### src/rtl/accel_req_arbiter.sv
// Round-robin arbiter sharing Ara's accelerator request/response port between NumReq sources.
// Optional performance counters are compiled in when ACCEL_ARB_PERF_EN is defined.
module accel_req_arbiter #(
    parameter int unsigned NumReq         = 2,
    parameter int unsigned MaxOutstanding = 4,
    parameter int unsigned XLEN           = 64
) (
    input  logic                   clk_i,
    input  logic                   rst_i,
    input  logic [NumReq-1:0]      req_valid_i,
    output logic [NumReq-1:0]      req_ready_o,
    input  logic [NumReq*32-1:0]   req_insn_i,
    input  logic [NumReq*XLEN-1:0] req_rs1_i,
    input  logic [NumReq*XLEN-1:0] req_rs2_i,
    output logic [NumReq-1:0]      resp_valid_o,
    input  logic [NumReq-1:0]      resp_ready_i,
    output logic [XLEN-1:0]        resp_result_o,
    output logic                   resp_error_o,
    output logic                   acc_req_valid_o,
    input  logic                   acc_req_ready_i,
    output logic [31:0]            acc_insn_o,
    output logic [XLEN-1:0]        acc_rs1_o,
    output logic [XLEN-1:0]        acc_rs2_o,
    input  logic                   acc_resp_valid_i,
    output logic                   acc_resp_ready_o,
    input  logic [XLEN-1:0]        acc_result_i,
    input  logic                   acc_error_i
`ifdef ACCEL_ARB_PERF_EN
    ,
    output logic [NumReq*32-1:0]   perf_grant_cnt_o,
    output logic [31:0]            perf_stall_cnt_o
`endif
);

    localparam int unsigned IdW  = (NumReq > 1) ? $clog2(NumReq) : 1;
    localparam int unsigned PtrW = (MaxOutstanding > 1) ? $clog2(MaxOutstanding) : 1;
    localparam int unsigned CntW = $clog2(MaxOutstanding + 1);

    typedef enum logic {
        ST_FREE,
        ST_LOCKED
    } lock_state_e;

    lock_state_e     state, state_next;
    logic [IdW-1:0]  rr_ptr, locked_id, grant, head;
    logic [IdW-1:0]  ids [MaxOutstanding];
    logic [PtrW-1:0] rd, wr;
    logic [CntW-1:0] cnt;
    logic            full, empty, push, pop, stall;

    logic [31:0]     insn_arr [NumReq];
    logic [XLEN-1:0] rs1_arr  [NumReq];
    logic [XLEN-1:0] rs2_arr  [NumReq];

    always_comb begin
        for (int unsigned i = 0; i < NumReq; i++) begin
            insn_arr[i] = req_insn_i[i*32 +: 32];
            rs1_arr[i]  = req_rs1_i[i*XLEN +: XLEN];
            rs2_arr[i]  = req_rs2_i[i*XLEN +: XLEN];
        end
    end

    // First valid source at or after rr_ptr; with nobody valid the grant rests on rr_ptr.
    always_comb begin
        logic        found;
        int unsigned idx;
        grant = rr_ptr;
        found = 1'b0;
        idx   = 0;
        if (state == ST_LOCKED) begin
            grant = locked_id;
        end else begin
            for (int unsigned i = 0; i < NumReq; i++) begin
                idx = (32'(rr_ptr) + i) % NumReq;
                if (!found && req_valid_i[idx]) begin
                    grant = IdW'(idx);
                    found = 1'b1;
                end
            end
        end
    end

    always_comb begin
        acc_insn_o = insn_arr[grant];
        acc_rs1_o  = rs1_arr[grant];
        acc_rs2_o  = rs2_arr[grant];
    end

    // Response side is resolved first so a same-cycle pop can release a full FIFO.
    always_comb begin
        empty            = (cnt == '0);
        full             = (cnt == CntW'(MaxOutstanding));
        head             = ids[rd];
        resp_valid_o     = '0;
        acc_resp_ready_o = 1'b0;
        if (!rst_i && !empty) begin
            resp_valid_o[head] = acc_resp_valid_i;
            acc_resp_ready_o   = resp_ready_i[head];
        end
        pop   = acc_resp_valid_i & acc_resp_ready_o;
        stall = full & ~pop;

        acc_req_valid_o = 1'b0;
        req_ready_o     = '0;
        if (!rst_i && !stall) begin
            acc_req_valid_o    = req_valid_i[grant];
            req_ready_o[grant] = acc_req_ready_i;
        end
        push = acc_req_valid_o & acc_req_ready_i;

        resp_result_o = acc_result_i;
        resp_error_o  = acc_error_i;
    end

    always_comb begin
        state_next = state;
        case (state)
            ST_FREE:   if (acc_req_valid_o && !acc_req_ready_i) state_next = ST_LOCKED;
            ST_LOCKED: if (push) state_next = ST_FREE;
            default:   state_next = ST_FREE;
        endcase
    end

    always_ff @(posedge clk_i) begin
        if (rst_i) begin
            state     <= ST_FREE;
            rr_ptr    <= '0;
            locked_id <= '0;
            rd        <= '0;
            wr        <= '0;
            cnt       <= '0;
        end else begin
            state <= state_next;
            if (acc_req_valid_o && !acc_req_ready_i) locked_id <= grant;
            if (push) begin
                rr_ptr <= (grant == IdW'(NumReq - 1)) ? '0 : grant + 1'b1;
                wr     <= (wr == PtrW'(MaxOutstanding - 1)) ? '0 : wr + 1'b1;
            end
            if (pop) rd <= (rd == PtrW'(MaxOutstanding - 1)) ? '0 : rd + 1'b1;
            if (push && !pop) cnt <= cnt + 1'b1;
            else if (pop && !push) cnt <= cnt - 1'b1;
        end
    end

    // ID storage needs no reset: cnt alone decides which entries are live.
    always_ff @(posedge clk_i) begin
        if (push) ids[wr] <= grant;
    end

`ifdef ACCEL_ARB_PERF_EN
    logic [31:0] grant_cnt [NumReq];
    logic [31:0] stall_cnt;

    always_ff @(posedge clk_i) begin
        if (rst_i) begin
            for (int unsigned i = 0; i < NumReq; i++) grant_cnt[i] <= '0;
            stall_cnt <= '0;
        end else begin
            if (push) grant_cnt[grant] <= grant_cnt[grant] + 32'd1;
            if (|req_valid_i && !push) stall_cnt <= stall_cnt + 32'd1;
        end
    end

    always_comb begin
        perf_grant_cnt_o = '0;
        for (int unsigned i = 0; i < NumReq; i++) perf_grant_cnt_o[i*32 +: 32] = grant_cnt[i];
    end

    assign perf_stall_cnt_o = stall_cnt;
`endif

`ifndef SYNTHESIS
    resp_without_outstanding: assert property (
        @(posedge clk_i) disable iff (rst_i) !(acc_resp_valid_i && empty)
    );
`endif

endmodule
### config.mk
export PLATFORM = sky130hd
export DESIGN_NAME = accel_req_arbiter
export DESIGN_NICKNAME = d
export VERILOG_FILES = /design/src/rtl/accel_req_arbiter.sv
export SDC_FILE = /design/constraint.sdc
export NUM_CORES = 1
export LEC_CHECK = 0
export CAP_MARGIN = 5
export CORE_AREA = 2 2 245 247
export CTS_BUF_LIST = sky130_fd_sc_hd__clkbuf_8
export CTS_CLUSTER_DIAMETER = 120
export DETAILED_ROUTE_END_ITERATION = 10
export DIE_AREA = 0 0 247 249
export MAX_ROUTING_LAYER = met4
export SETUP_SLACK_MARGIN = 0.1
export SYNTH_ARGS = -nofsm -noshare
export SYNTH_HDL_FRONTEND = slang
export SYNTH_SLANG_ARGS = --single-unit
export TNS_END_PERCENT = 10
### constraint.sdc
create_clock -name clk_i -period 2.9 [get_ports clk_i]
set_input_delay 0.435 -clock clk_i [delete_from_list [all_inputs] [get_ports clk_i]]
set_output_delay 0.435 -clock clk_i [all_outputs]
set_load 0.01 [all_outputs]
==> run metrics <==
Final min period=2.80 ns; area share of the largest cell type after synthesis=0.541; critical path class=in2out; Pleak=3.55 nW; Final Core Density=0.156; DRT Wirelength=30.9 mm; worst vdd ir=161 µV; Die Y=249 µm; P per Cell Area=355 nW/µm²; initial antenna violation count=5; CTS tree=yes; Net Sw Power=1.24 mW; DRC=0; Sw Ratio=0.383; Setup-failing EPs final=0; Synth Area in Simple Gates=0.0542; # Max-Cap Violations=0; Longest Clk Path Bufs=2; Placed Area=9000 µm²; post-synthesis register bit count=16; CP required=2.47 ns; Reg power frac=0.085; Skew-Pair Late Insertion Delay=0.25 ns; post-synth cell types=41; CTS clk-pin slew, worst paths=0.07 ns; Die W=247 µm; Power Internal=2.00 mW; max-slew violations=0; CTS H-Tree Depth=1; via count=4,609; share of the yosys chip area belonging to registers=0.106; worst slew pin tran=0.799 ns; YS warnings=0; routability cong.=0.830; synthesized area=3400 µm²; DRT antenna net count=0; count of boundary I/O pins=624; Async SR Flop Fraction=0; largest area contributor in the netlist=mux2_2; share of cells above drive strength 1=0.431; post-synthesis mux area share=0.563; fin crit share=0.966; Initial Util=0.0579; Total GRT Usage=0.0969; pre-CTS setup slack=-0.557 ns; Fin. Hold Viols=0; Post-Layout Inst Area=9130 µm²; unrepaired setup endpoints after global routing=yes; Root Buffer=clkbuf_8; cells after synthesis=340; Gate power share=0.852; DPL Wire Length=27.0 mm; die area=61,500 µm²; CP Capture Type=primary output; fill count=6,597; Vias/cell=2.91; Hold WC Path Type=reg2reg; top cells by area, synth=mux2_2, buf_4, dfxtp_1; # port buffers=493; status=complete, no violations; clock share of power=0.063; CTS sink cnt=16; critical path data arrival time=2.37 ns; Starting DRT DRC Count=153; achievable frequency=357 MHz; commonest non-fill, non-tap cell in the layout=clkdlybuf4s50_1; relative slew slack=0.460; CP startpoint kind=input pin; clock buffer count from CTS=3; Final #Nets=1,208; Post-synth EDFFs=4; Synth Area in Compound Gates=0.0446; most frequent cells in the layout=clkdlybuf4s50_1, mux2_2, clkbuf_2; Syn Area/Cell=9.99 µm²; Main synth FF type=dfxtp_1; First-pass DRT Iterations=4; Synth Area in XOR/XNOR=0.00516; largest family of logic cells by synthesized area=multiplexers; core footprint=58,700 µm²; Layout area overhead=169%; row count=89; largest net degree at the start of global routing=15; vias in the first global route=4,997; adder-cell share of the synthesized area=0.0310; CP max FO=7; setup ws final=0.0993 ns; Pwr Total=3.24 mW; Worst Clk Skew=0.00444 ns; syn nets=740; first-pass GRT wire length=39.7 mm; total grt overflow=0; wire length per cell=19.5 µm
## logic make-up after synthesis
group                    count (synthesis)
multiplexers                           168
AO/OA/AOI/OAI                           18
AND/OR/NAND/NOR                         37
buffers and inverters                   91
flip-flops                              16
XOR/XNOR                                 2
adder cells (fa/ha/maj)                  8
## Yosys cell counts (3+ instances only)
cell type / n
mux2_2: 163
buf_4: 66
dfxtp_1: 12
nand2_1: 11
buf_6: 9
buf_2: 8
nor3_1: 8
inv_1: 7
ha_1: 6
nor2_1: 5
edfxtp_1: 4
a21oi_1: 3
mux2i_1: 3
o21ai_0: 3
## power groups by stage
| stage | sequential, mW | clock (mW) | combinational (mW) |
|---|---|---|---|
| 2_1_floorplan | 0.272 | 0 | 1.15 |
| 3_3_place_gp | 0.278 | 0 | 2.67 |
| 3_5_place_dp | 0.279 | 0 | 2.67 |
| 4_1_cts | 0.274 | 0.211 | 2.82 |
| 5_1_grt | 0.278 | 0.220 | 2.95 |
| 6_report | 0.275 | 0.204 | 2.76 |
## worst paths after layout
path / from / to / slack (ns) / cells after the start
max: req_valid_i[1] / acc_rs1_o[17] / 0.1 / 10
min: locked_id / locked_id / 0.48 / 2
max reg2reg: ids[2] / cnt[2] / 0.23 / 10
min reg2reg: locked_id / locked_id / 0.48 / 2
## critical path: stages
cell             delay, ns
dlygate4sd2_1         0.26
maj3_2                0.34
o21ai_4               0.15
buf_12                0.13
buf_12                0.12
buf_12                0.10
buf_16                0.13
buf_8                 0.12
mux2_2                0.32
clkdlybuf4s15_1       0.23
## metal layers
layer	vias to the layer above	wire, µm	GRT usage
met1	2120	12000	0.108
met3	32	3640	0.0417
met4	0	1030	0.0296
met2	341	14200	0.155
met5	-	0	-
li1	2116	-	-
## repair_timing
action / in CTS / in global routing
hold buffers: 0 / 0
setup endpoints to repair: 164 / 141
cloned: 6 / 0
endpoints found under the hold margin: 0 / 0
buffers inserted: 9 / 0
resized for setup: 248 / 193
pin swaps: 2 / 3
## per-stage QoR
stage          hold slack [ns]  setup TNS [ns]  instances
3_3_place_gp             0.464          -63.00       1561
6_report                 0.480               0       1584
3_5_place_dp             0.471          -61.77       1561
5_1_grt                  0.495               0       1584
2_1_floorplan            0.448               0        340
4_1_cts                  0.481               0       1580
## layout make-up
class / count / area, µm² / area share
flip-flops and latches: 16 / 362 / 0.0396
inverters: 8 / 30.0 / 0.00329
multi-input cells: 233 / 2430 / 0.266
clock buffers: 4 / 55.1 / 0.00603
repair buffers: 546 / 5280 / 0.578
well taps: 773 / 967 / 0.106
diodes: 4 / 10.0 / 0.00110
No activity file was read; power rests on OpenSTA's default activity.
